[config.mk]
export PLATFORM = sky130hd
export DESIGN_NAME = alsu_ctrl_flat
export DESIGN_NICKNAME = d
export VERILOG_FILES = /design/src/rtl/alsu_ctrl_if.sv /design/src/rtl/alsu_ctrl.sv /design/src/flat_wrapper.sv
export SDC_FILE = /design/constraint.sdc
export NUM_CORES = 1
export LEC_CHECK = 0
export CAP_MARGIN = 20
export CORE_MARGIN = 2
export CORE_UTILIZATION = 42
export CTS_CLUSTER_DIAMETER = 30
export DETAILED_ROUTE_END_ITERATION = 10
export PLACE_DENSITY = 0.76
export SETUP_SLACK_MARGIN = 0.2
export SYNTH_ARGS = -nofsm -noshare
export SYNTH_HDL_FRONTEND = slang
export SYNTH_SLANG_ARGS = --single-unit
[constraint.sdc]
create_clock -name clk -period 2.6 [get_ports clk]
set_input_delay 0.39 -clock clk [delete_from_list [all_inputs] [get_ports clk]]
set_output_delay 0.39 -clock clk [all_outputs]
set_load 0.01 [all_outputs]
[src/rtl/alsu_ctrl_if.sv]
//----------------------------------------------------------------------
// alsu_ctrl_if -- requester, ALSU and response signals of alsu_ctrl. rev 1.0
//----------------------------------------------------------------------
`default_nettype none

interface alsu_ctrl_if #(
  parameter int WIDTH = 3,
  parameter int OPW   = 3
);
  logic               req0_valid;
  logic               req0_ready;
  logic [WIDTH-1:0]   req0_a;
  logic [WIDTH-1:0]   req0_b;
  logic [OPW-1:0]     req0_op;
  logic               req1_valid;
  logic               req1_ready;
  logic [WIDTH-1:0]   req1_a;
  logic [WIDTH-1:0]   req1_b;
  logic [OPW-1:0]     req1_op;
  logic [WIDTH-1:0]   alsu_a;
  logic [WIDTH-1:0]   alsu_b;
  logic [OPW-1:0]     alsu_opcode;
  logic               alsu_en;
  logic [2*WIDTH-1:0] alsu_out;
  logic               rsp_valid;
  logic               rsp_ready;
  logic               rsp_id;
  logic [2*WIDTH-1:0] rsp_data;
  logic               busy;

  modport slave (
    input  req0_valid, req0_a, req0_b, req0_op,
    input  req1_valid, req1_a, req1_b, req1_op,
    input  alsu_out, rsp_ready,
    output req0_ready, req1_ready,
    output alsu_a, alsu_b, alsu_opcode, alsu_en,
    output rsp_valid, rsp_id, rsp_data, busy
  );

  modport master (
    output req0_valid, req0_a, req0_b, req0_op,
    output req1_valid, req1_a, req1_b, req1_op,
    output alsu_out, rsp_ready,
    input  req0_ready, req1_ready,
    input  alsu_a, alsu_b, alsu_opcode, alsu_en,
    input  rsp_valid, rsp_id, rsp_data, busy
  );
endinterface

`default_nettype wire

[src/rtl/alsu_ctrl.sv]
//----------------------------------------------------------------------
// alsu_ctrl -- round-robin sharing of one pipelined ALSU between two requesters. rev 1.0
//----------------------------------------------------------------------
`default_nettype none

module alsu_ctrl #(
  parameter int WIDTH = 3,
  parameter int OPW   = 3,
  parameter int LAT   = 2
) (
  input  logic        clk,
  input  logic        rst,
  alsu_ctrl_if.slave  bus
);

  typedef enum logic [1:0] {
    IDLE  = 2'd0,
    ISSUE = 2'd1,
    WAIT  = 2'd2,
    RESP  = 2'd3
  } state_t;

  localparam logic [3:0] CNT_INIT = 4'(LAT - 1);

  state_t             state_q, state_d;
  logic               ptr_q, ptr_d;
  logic [3:0]         cnt_q, cnt_d;
  logic [WIDTH-1:0]   alsu_a_q, alsu_a_d;
  logic [WIDTH-1:0]   alsu_b_q, alsu_b_d;
  logic [OPW-1:0]     alsu_op_q, alsu_op_d;
  logic               alsu_en_q, alsu_en_d;
  logic               rsp_valid_q, rsp_valid_d;
  logic               rsp_id_q, rsp_id_d;
  logic [2*WIDTH-1:0] rsp_data_q, rsp_data_d;
  logic               gnt;
  logic               rdy0;
  logic               rdy1;

  always_comb begin
    state_d     = state_q;
    ptr_d       = ptr_q;
    cnt_d       = cnt_q;
    alsu_a_d    = alsu_a_q;
    alsu_b_d    = alsu_b_q;
    alsu_op_d   = alsu_op_q;
    alsu_en_d   = alsu_en_q;
    rsp_valid_d = rsp_valid_q;
    rsp_id_d    = rsp_id_q;
    rsp_data_d  = rsp_data_q;

    // The pointer only matters under contention; a lone requester always wins.
    gnt  = (bus.req0_valid && bus.req1_valid) ? ptr_q : bus.req1_valid;
    rdy0 = (state_q == IDLE) && bus.req0_valid && !gnt;
    rdy1 = (state_q == IDLE) && bus.req1_valid && gnt;

    case (state_q)
      IDLE: begin
        if (rdy0 || rdy1) begin
          alsu_a_d  = gnt ? bus.req1_a  : bus.req0_a;
          alsu_b_d  = gnt ? bus.req1_b  : bus.req0_b;
          alsu_op_d = gnt ? bus.req1_op : bus.req0_op;
          rsp_id_d  = gnt;
          ptr_d     = !gnt;
          alsu_en_d = 1'b1;
          state_d   = ISSUE;
        end
      end
      ISSUE: begin
        alsu_en_d = 1'b0;
        cnt_d     = CNT_INIT;
        state_d   = WAIT;
      end
      WAIT: begin
        if (cnt_q == 4'd0) begin
          rsp_data_d  = bus.alsu_out;
          rsp_valid_d = 1'b1;
          state_d     = RESP;
        end else begin
          cnt_d = cnt_q - 4'd1;
        end
      end
      RESP: begin
        // Returning to IDLE here means the next accept is one edge later.
        if (bus.rsp_ready) begin
          rsp_valid_d = 1'b0;
          state_d     = IDLE;
        end
      end
      default: state_d = IDLE;
    endcase
  end

  always_ff @(posedge clk or posedge rst) begin
    if (rst) begin
      state_q     <= IDLE;
      ptr_q       <= 1'b0;
      cnt_q       <= 4'd0;
      alsu_a_q    <= '0;
      alsu_b_q    <= '0;
      alsu_op_q   <= '0;
      alsu_en_q   <= 1'b0;
      rsp_valid_q <= 1'b0;
      rsp_id_q    <= 1'b0;
      rsp_data_q  <= '0;
    end else begin
      state_q     <= state_d;
      ptr_q       <= ptr_d;
      cnt_q       <= cnt_d;
      alsu_a_q    <= alsu_a_d;
      alsu_b_q    <= alsu_b_d;
      alsu_op_q   <= alsu_op_d;
      alsu_en_q   <= alsu_en_d;
      rsp_valid_q <= rsp_valid_d;
      rsp_id_q    <= rsp_id_d;
      rsp_data_q  <= rsp_data_d;
    end
  end

  assign bus.req0_ready  = rdy0;
  assign bus.req1_ready  = rdy1;
  assign bus.alsu_a      = alsu_a_q;
  assign bus.alsu_b      = alsu_b_q;
  assign bus.alsu_opcode = alsu_op_q;
  assign bus.alsu_en     = alsu_en_q;
  assign bus.rsp_valid   = rsp_valid_q;
  assign bus.rsp_id      = rsp_id_q;
  assign bus.rsp_data    = rsp_data_q;
  assign bus.busy        = (state_q != IDLE);

endmodule

`default_nettype wire

[src/flat_wrapper.sv]
// flat-port wrapper written by rule: the top's interface ports become plain ports
module alsu_ctrl_flat 
#(
  parameter int WIDTH = 3,
  parameter int OPW   = 3,
  parameter int LAT   = 2
)
  (clk, rst, bus_req0_valid, bus_req0_a, bus_req0_b, bus_req0_op, bus_req1_valid, bus_req1_a, bus_req1_b, bus_req1_op, bus_alsu_out, bus_rsp_ready, bus_req0_ready, bus_req1_ready, bus_alsu_a, bus_alsu_b, bus_alsu_opcode, bus_alsu_en, bus_rsp_valid, bus_rsp_id, bus_rsp_data, bus_busy);
  alsu_ctrl_if #(.WIDTH(WIDTH), .OPW(OPW)) bus_i ();
  input  logic clk;
  input  logic rst;
  input wire logic [$bits(bus_i.req0_valid)-1:0] bus_req0_valid;
  input wire logic [$bits(bus_i.req0_a)-1:0] bus_req0_a;
  input wire logic [$bits(bus_i.req0_b)-1:0] bus_req0_b;
  input wire logic [$bits(bus_i.req0_op)-1:0] bus_req0_op;
  input wire logic [$bits(bus_i.req1_valid)-1:0] bus_req1_valid;
  input wire logic [$bits(bus_i.req1_a)-1:0] bus_req1_a;
  input wire logic [$bits(bus_i.req1_b)-1:0] bus_req1_b;
  input wire logic [$bits(bus_i.req1_op)-1:0] bus_req1_op;
  input wire logic [$bits(bus_i.alsu_out)-1:0] bus_alsu_out;
  input wire logic [$bits(bus_i.rsp_ready)-1:0] bus_rsp_ready;
  output wire logic [$bits(bus_i.req0_ready)-1:0] bus_req0_ready;
  output wire logic [$bits(bus_i.req1_ready)-1:0] bus_req1_ready;
  output wire logic [$bits(bus_i.alsu_a)-1:0] bus_alsu_a;
  output wire logic [$bits(bus_i.alsu_b)-1:0] bus_alsu_b;
  output wire logic [$bits(bus_i.alsu_opcode)-1:0] bus_alsu_opcode;
  output wire logic [$bits(bus_i.alsu_en)-1:0] bus_alsu_en;
  output wire logic [$bits(bus_i.rsp_valid)-1:0] bus_rsp_valid;
  output wire logic [$bits(bus_i.rsp_id)-1:0] bus_rsp_id;
  output wire logic [$bits(bus_i.rsp_data)-1:0] bus_rsp_data;
  output wire logic [$bits(bus_i.busy)-1:0] bus_busy;
  assign bus_i.req0_valid = bus_req0_valid;
  assign bus_i.req0_a = bus_req0_a;
  assign bus_i.req0_b = bus_req0_b;
  assign bus_i.req0_op = bus_req0_op;
  assign bus_i.req1_valid = bus_req1_valid;
  assign bus_i.req1_a = bus_req1_a;
  assign bus_i.req1_b = bus_req1_b;
  assign bus_i.req1_op = bus_req1_op;
  assign bus_i.alsu_out = bus_alsu_out;
  assign bus_i.rsp_ready = bus_rsp_ready;
  assign bus_req0_ready = bus_i.req0_ready;
  assign bus_req1_ready = bus_i.req1_ready;
  assign bus_alsu_a = bus_i.alsu_a;
  assign bus_alsu_b = bus_i.alsu_b;
  assign bus_alsu_opcode = bus_i.alsu_opcode;
  assign bus_alsu_en = bus_i.alsu_en;
  assign bus_rsp_valid = bus_i.rsp_valid;
  assign bus_rsp_id = bus_i.rsp_id;
  assign bus_rsp_data = bus_i.rsp_data;
  assign bus_busy = bus_i.busy;
  alsu_ctrl #(.WIDTH(WIDTH), .OPW(OPW), .LAT(LAT)) u_core (.clk(clk), .rst(rst), .bus(bus_i));
endmodule
==> results.sh, run 1 <==
export IMPL_start_util_pct=44.40
export IMPL_die_h_um=58.23
export IMPL_end_kind="output pin"
export IMPL_cts_htree_levels=1
export IMPL_outcome="finished, final reports clean"
export IMPL_fmax_ghz=0.4357
export IMPL_grtUsageMet2_pct=28.57
export IMPL_synth_cells=106
export IMPL_cts_setup_buffers=0
export IMPL_fillers=240
export IMPL_worstSetupPathType="reg -> out"
export IMPL_num_rows=19
export IMPL_critical_path_buf_inv_count=2
export IMPL_drc=0
export IMPL_insertion_delay_ps=310
export IMPL_finalSetupTns_ps=0
export IMPL_hold_buffers=0
export IMPL_vias=1003
export IMPL_grt_use_total_pct=16.33
export IMPL_n_antenna_cell=0
export IMPL_clock_path_buffers=2
export IMPL_skew_ps=4.931
export IMPL_min_period_ps=2295
export IMPL_holdWs_ps=412.5
export IMPL_critPathRequiredTime_ps=2210
export IMPL_clk_pin_slew_ps=140
export IMPL_timing_final_crit_share_pct=88.27
export IMPL_setup_viol=0
export IMPL_critPathSlowestCell="clkdlybuf4s50_1"
export IMPL_hold_class="in -> async"
export IMPL_leakagePower_nw=0.8302
export IMPL_drv_slew=0
export IMPL_power_density_nw_per_um2=1102
export IMPL_drv_cap=0
export IMPL_syn_mean_instance_area_sq_um=11.65
export IMPL_met3_usage_pct=6.250
export IMPL_die_x_um=58.23
export IMPL_cts_tree="yes"
export IMPL_hold_violations=0
export IMPL_wirelength_mm=2.647
export IMPL_nets=194
export IMPL_yosysTopAreaCellShare_pct=50.66
export IMPL_rsz0062_at_grt="no"
export IMPL_synth_cell_types=28
export IMPL_vdd_drop_max_uv=762.7
export IMPL_path_cells="inv_2, ha_4, and2_4, and2_1, clkdlybuf4s50_1"
export IMPL_syn2layout_area_growth_pct=46.71
export IMPL_dp_hpwl_mm=2.079
export IMPL_slew_headroom_pct=74.52
export IMPL_syn_nets=142
export IMPL_drive_above_1_share_pct=14.01
export IMPL_num_io_pins=50
export IMPL_wl_per_cell_um=14.08
export IMPL_netlist_area_sq_um=1235
export IMPL_worst_path_largest_cell_delay_ps=540
export IMPL_yosysWarnings=0
export IMPL_crit_fanout=10
export IMPL_portBuffers=49
export IMPL_grt_max_degree=26
export IMPL_tightest_slew_ps=372.5
export IMPL_synth_largest_area_cell="dfrtp_1"
export IMPL_numCtsBuffers=3
export IMPL_viasPerCell=5.335
export IMPL_detail_route_first_pass_iterations=4
export IMPL_synth_seq_area_share_pct=50.66
export IMPL_synth_edff_count=0
export IMPL_gp_congestion=0.7109
export IMPL_worstPathArrival_ps=1900
export IMPL_grt_pass1_wl_mm=4.229
export IMPL_synthArstFlopShare_pct=100.0
export IMPL_ys_flop_type="dfrtp_1"
export IMPL_cts_root_buf="clkbuf_4"
export IMPL_antenna_left=0
export IMPL_critPathTopFamily="buffers and inverters"
export IMPL_core_sq_um=2781
export IMPL_antenna_found_initial=0
export IMPL_grt_overflow=0
export IMPL_die_area_sq_um=3390
export IMPL_synth_top_cells_by_area="dfrtp_1 51%, a221o_1 8.1%, ha_1 7.1%"
export IMPL_grt_util_met1_pct=18.35
export IMPL_top_usage_layer="met2"
export IMPL_ys_ff_latch=25
export IMPL_grt_pass1_vias=1001
export IMPL_clkSinkCount=25
export IMPL_drt_iter0_drc=12
export IMPL_worstSetupStartpointType="flip-flop"
layout by cell type, fill, tap and decap left out, types with 2 or more instances in the layout:
master / synthesis / layout
clkdlybuf4s50_1: 0 / 49
dfrtp_1: 25 / 25
a221o_1: 10 / 10
and3_1: 9 / 9
inv_1: 10 / 8
mux2_2: 6 / 6
ha_1: 7 / 6
a21oi_1: 5 / 5
clkbuf_4: 0 / 4
nor2_1: 3 / 3
nand2_1: 3 / 3
mux2i_1: 3 / 3
o21ai_0: 3 / 3
inv_2: 0 / 2
a21o_1: 2 / 2
buf_4: 0 / 2
sequential cells by signal (all words and copies together), names as in the netlist:
name	flops
u_core.bus.alsu_en	1
u_core.bus.rsp_valid	1
u_core.bus.rsp_id	1
u_core.bus.alsu_opcode	3
u_core.bus.alsu_a	3
u_core.bus.alsu_b	3
u_core.bus.rsp_data	6
u_core.ptr_q	1
u_core.cnt_q	4
u_core.state_q	2
where the power goes:
part	leakage [nW]	switching, mW	internal (mW)
logic	0.509	0.460	0.655
registers	0.307	0.129	0.578
clock network	0.0139	0.116	0.0586
total	0.830	0.704	1.29
layer usage:
layer / wire, um / share of wire, % / vias to the layer above
li1: - / - / 491
met1: 1081 / 41 / 470
met2: 1277 / 48 / 40
met3: 269 / 10 / 2
met4: 19 / 0.72 / 0
met5: 0 / 0 / -
cell type report:
class / count / area, sq um / share of cell area [%]
Sequential cell: 25 / 625.6 / 34.53
Multi-Input combinational cell: 66 / 566.8 / 31.28
Timing Repair Buffer: 52 / 513.0 / 28.31
Tap cell: 31 / 38.79 / 2.141
Inverter: 10 / 37.54 / 2.072
Clock buffer: 3 / 22.52 / 1.243
Clock inverter: 1 / 7.507 / 0.4144
synthesized netlist by cell type, types with 2 or more instances:
| cell type | n |
|---|---|
| dfrtp_1 | 25 |
| and2_1 | 2 |
| and3_1 | 9 |
| nand2_1 | 3 |
| o21ai_0 | 3 |
| mux2i_1 | 3 |
| mux2_2 | 6 |
| clkbuf_1 | 4 |
| a21o_1 | 2 |
| nor2_1 | 3 |
| a21oi_1 | 5 |
| a221o_1 | 10 |
| ha_1 | 7 |
| inv_1 | 10 |
path summary, 6_finish.rpt:
path | startpoint | to | cells after the start | slack [ps]
max | u_core.state_q[0] | bus_req0_ready | 5 | 310
min | rst | u_core.bus.rsp_data[0] | 3 | 410
max reg2reg | u_core.cnt_q[0] | u_core.state_q[1] | 5 | 690
min reg2reg | u_core.bus.rsp_id | u_core.bus.rsp_id | 1 | 500
max in group asynchronous | rst | u_core.bus.alsu_b[2] | 3 | 1950
min in group clk | u_core.bus.rsp_id | u_core.bus.rsp_id | 1 | 500
timing repair:
action	in CTS	in global routing
setup endpoints to repair	2	2
resized for setup	4	2
gates cloned	0	0
worst register-to-register path, delay by kind of cell (launching register included):
family | cells | cell delay [ps]
muxes | 1 | 310
buffers and inverters | 1 | 90
and+or+nand+nor | 1 | 410
AOI/OAI and AO/OA | 1 | 400
DFF | 1 | 430
adders and majority gates | 1 | 190
cell families after synthesis:
family | synth area share [%]
AOI/OAI and AO/OA | 17.43
adders and majority gates | 7.092
buffers and inverters | 4.660
DFF | 50.66
muxes | 9.118
and+or+nand+nor | 11.04
stage by stage:
step | std cells | instance area (sq um) | total power, mW | setup WS [ps] | utilization (%)
2_1_floorplan | 106 | 1235 | 1.330 | 787.8 | -
3_3_place_gp | 183 | 1759 | 1.768 | 363.5 | 63.25
3_5_place_dp | 183 | 1759 | 1.801 | 296.0 | 63.25
4_1_cts | 187 | 1804 | 2.009 | 224.9 | 64.87
5_1_grt | 188 | 1812 | 2.149 | 214.8 | 65.14
6_report | 188 | 1812 | 1.996 | 305.1 | 65.14
(Power assumes the default switching activity.)
==> run 2, diff against run 1 <==
--- a/config.mk
+++ b/config.mk
@@ -7,10 +7,10 @@
 export LEC_CHECK = 0
 export CAP_MARGIN = 20
 export CORE_MARGIN = 2
-export CORE_UTILIZATION = 42
+export CORE_UTILIZATION = 25
 export CTS_CLUSTER_DIAMETER = 30
 export DETAILED_ROUTE_END_ITERATION = 10
-export PLACE_DENSITY = 0.76
+export PLACE_DENSITY = 0.49
 export SETUP_SLACK_MARGIN = 0.2
 export SYNTH_ARGS = -nofsm -noshare
 export SYNTH_HDL_FRONTEND = slang
==> run 2 against run 1 <==
- die area grew 63%
- first-iteration DRC count grew to 3.6 times the previous value
- final cell count increased by 19%
- largest cell class unchanged
- via count increased by 0.20%
==> results.sh, run 2 (same netlist as run 1, synthesis figures left out) <==
export IMPL_insertion_delay_ps=270
export IMPL_final_cell_mix="49 x clkdlybuf4s50_1, 25 x dfrtp_1, 10 x a221o_1, 9 x and3_1, 8 x inv_1"
export IMPL_wl_per_cell_um=13.38
export IMPL_drc=0
export IMPL_vias=1005
export IMPL_vdd_drop_max_uv=368.2
export IMPL_grt_max_degree=26
export IMPL_numCtsBuffers=3
export IMPL_cts_tree="yes"
export IMPL_largest_reg_flops=6
export IMPL_num_rows=25
export IMPL_cts_root_buf="clkbuf_8"
export IMPL_num_io_pins=50
export IMPL_end_kind="output pin"
export IMPL_n_antenna_cell=0
export IMPL_reg2reg_from="u_core.cnt_q[0]"
export IMPL_die_h_um=74.29
export IMPL_leakagePower_nw=0.8389
export IMPL_antenna_found_initial=0
export IMPL_critPathSlowestCell="clkdlybuf4s50_1"
export IMPL_final_common_cell="clkdlybuf4s50_1"
export IMPL_finalNonFillerCells=224
export IMPL_timing_final_crit_share_pct=86.61
export IMPL_rsz0062_at_grt="no"
export IMPL_crit_fanout=10
export IMPL_nets=194
export IMPL_min_period_ps=2252
export IMPL_dp_hpwl_mm=2.254
export IMPL_slew_headroom_pct=75.35
export IMPL_drt_iter0_drc=43
export IMPL_power_density_nw_per_um2=1103
export IMPL_critPathLaunch="u_core.state_q[0]"
export IMPL_core_sq_um=4755
export IMPL_drive_above_1_share_pct=13.38
export IMPL_clock_path_buffers=2
export IMPL_finalSetupTns_ps=0
export IMPL_worstPathArrival_ps=1860
export IMPL_clkSinkCount=25
export IMPL_grt_pass1_wl_mm=5.133
export IMPL_critPathRequiredTime_ps=2210
export IMPL_grt_pass1_vias=1079
export IMPL_drv_cap=0
export IMPL_die_area_sq_um=5518
export IMPL_critical_path_buf_inv_count=2
export IMPL_holdWs_ps=463.3
export IMPL_cts_htree_levels=1
export IMPL_start_util_pct=25.97
export IMPL_grt_use_total_pct=12.12
export IMPL_worstSetupPathType="reg -> out"
export IMPL_hold_violations=0
export IMPL_fmax_ghz=0.4441
export IMPL_setup_viol=0
export IMPL_worstSetupStartpointType="flip-flop"
export IMPL_drv_slew=0
export IMPL_detail_route_first_pass_iterations=4
export IMPL_antenna_left=0
export IMPL_syn2layout_area_growth_pct=51.57
export IMPL_die_x_um=74.29
export IMPL_wirelength_mm=2.997
export IMPL_viasPerCell=4.487
export IMPL_worst_path_largest_cell_delay_ps=540
export IMPL_place_inst=220
export IMPL_critPathTopFamily="buffers and inverters"
export IMPL_hold_class="in -> async"
export IMPL_cts_setup_buffers=0
export IMPL_grt_overflow=0
export IMPL_tightest_slew_ps=360.4
export IMPL_path_cells="inv_2, ha_4, and2_4, and2_1, clkdlybuf4s50_1"
export IMPL_gp_congestion=0.8486
export IMPL_clk_pin_slew_ps=90
export IMPL_outcome="finished, final reports clean"
export IMPL_portBuffers=49
export IMPL_skew_ps=4.452
## run 2: cell count changes in the layout (fill, tap and decap cells not counted)
cell        before  now
clkbuf_1         0    1
clkbuf_4         4    0
clkbuf_8         0    3
clkinvlp_4       1    0
buf_4            2    3
## run 2: where the power goes
group	total [mW]	switching, mW	internal [mW]
clock network	0.231	0.122	0.110
logic	1.13	0.469	0.657
registers	0.707	0.128	0.580
## run 2: cell type report
type	count	area [sq um]
flip-flops and latches	25	625.6
multi-input cells	66	566.8
inverters	10	37.54
fillers	471	2883
well taps	67	83.83
repair buffers	52	513.0
clock buffers	4	45.04
## run 2: what timing repair did
| item | CTS | global route |
|---|---|---|
| cloned | 0 | 0 |
| setup endpoints to repair | 1 | 2 |
| hold endpoints to repair | 0 | 0 |
| resized for setup | 3 | 3 |
| pin swaps | 0 | 0 |
| hold buffers | 0 | 0 |
## run 2: final timing paths
kind	to	slack [ps]	cells past startpoint
min reg2reg	u_core.bus.rsp_id	480	1
max reg2reg	u_core.state_q[1]	660	5
min	u_core.bus.rsp_data[5]	460	3
max in group asynchronous	u_core.state_q[1]	1890	3
max	bus_req0_ready	350	5
min in group clk	u_core.bus.rsp_id	480	1
## run 2: metal layers
layer / track usage (%) / up-vias / share of wire [%]
met5: 0 / - / 0
met4: 2.976 / 0 / 1.1
met3: 3.930 / 4 / 6.4
met2: 20.24 / 41 / 46
met1: 15.31 / 474 / 46
li1: - / 486 / -
## run 2: worst min-delay path: cells and delay by family
kind | cells | cell delay [ps]
buffers and inverters | 3 | 750
## run 2: through the flow
stage               area [sq um]  total power [mW]  utilization, %  setup slack, ps
floorplan                   1235             1.330               -            787.8
global placement            1812             1.798           38.11            315.2
detailed placement          1812             1.821           38.11            289.6
CTS                         1862             2.076           39.16            214.7
global route                1872             2.244           39.37            241.9
finish                      1872             2.064           39.37            348.2
==> run 3, diff against run 2 <==
--- a/config.mk
+++ b/config.mk
@@ -15,3 +15,4 @@
 export SYNTH_ARGS = -nofsm -noshare
 export SYNTH_HDL_FRONTEND = slang
 export SYNTH_SLANG_ARGS = --single-unit
+export TNS_END_PERCENT = 10
==> results of run 3 <==
Same layout as run 2: the final DEF is identical, and so are final timing and power.
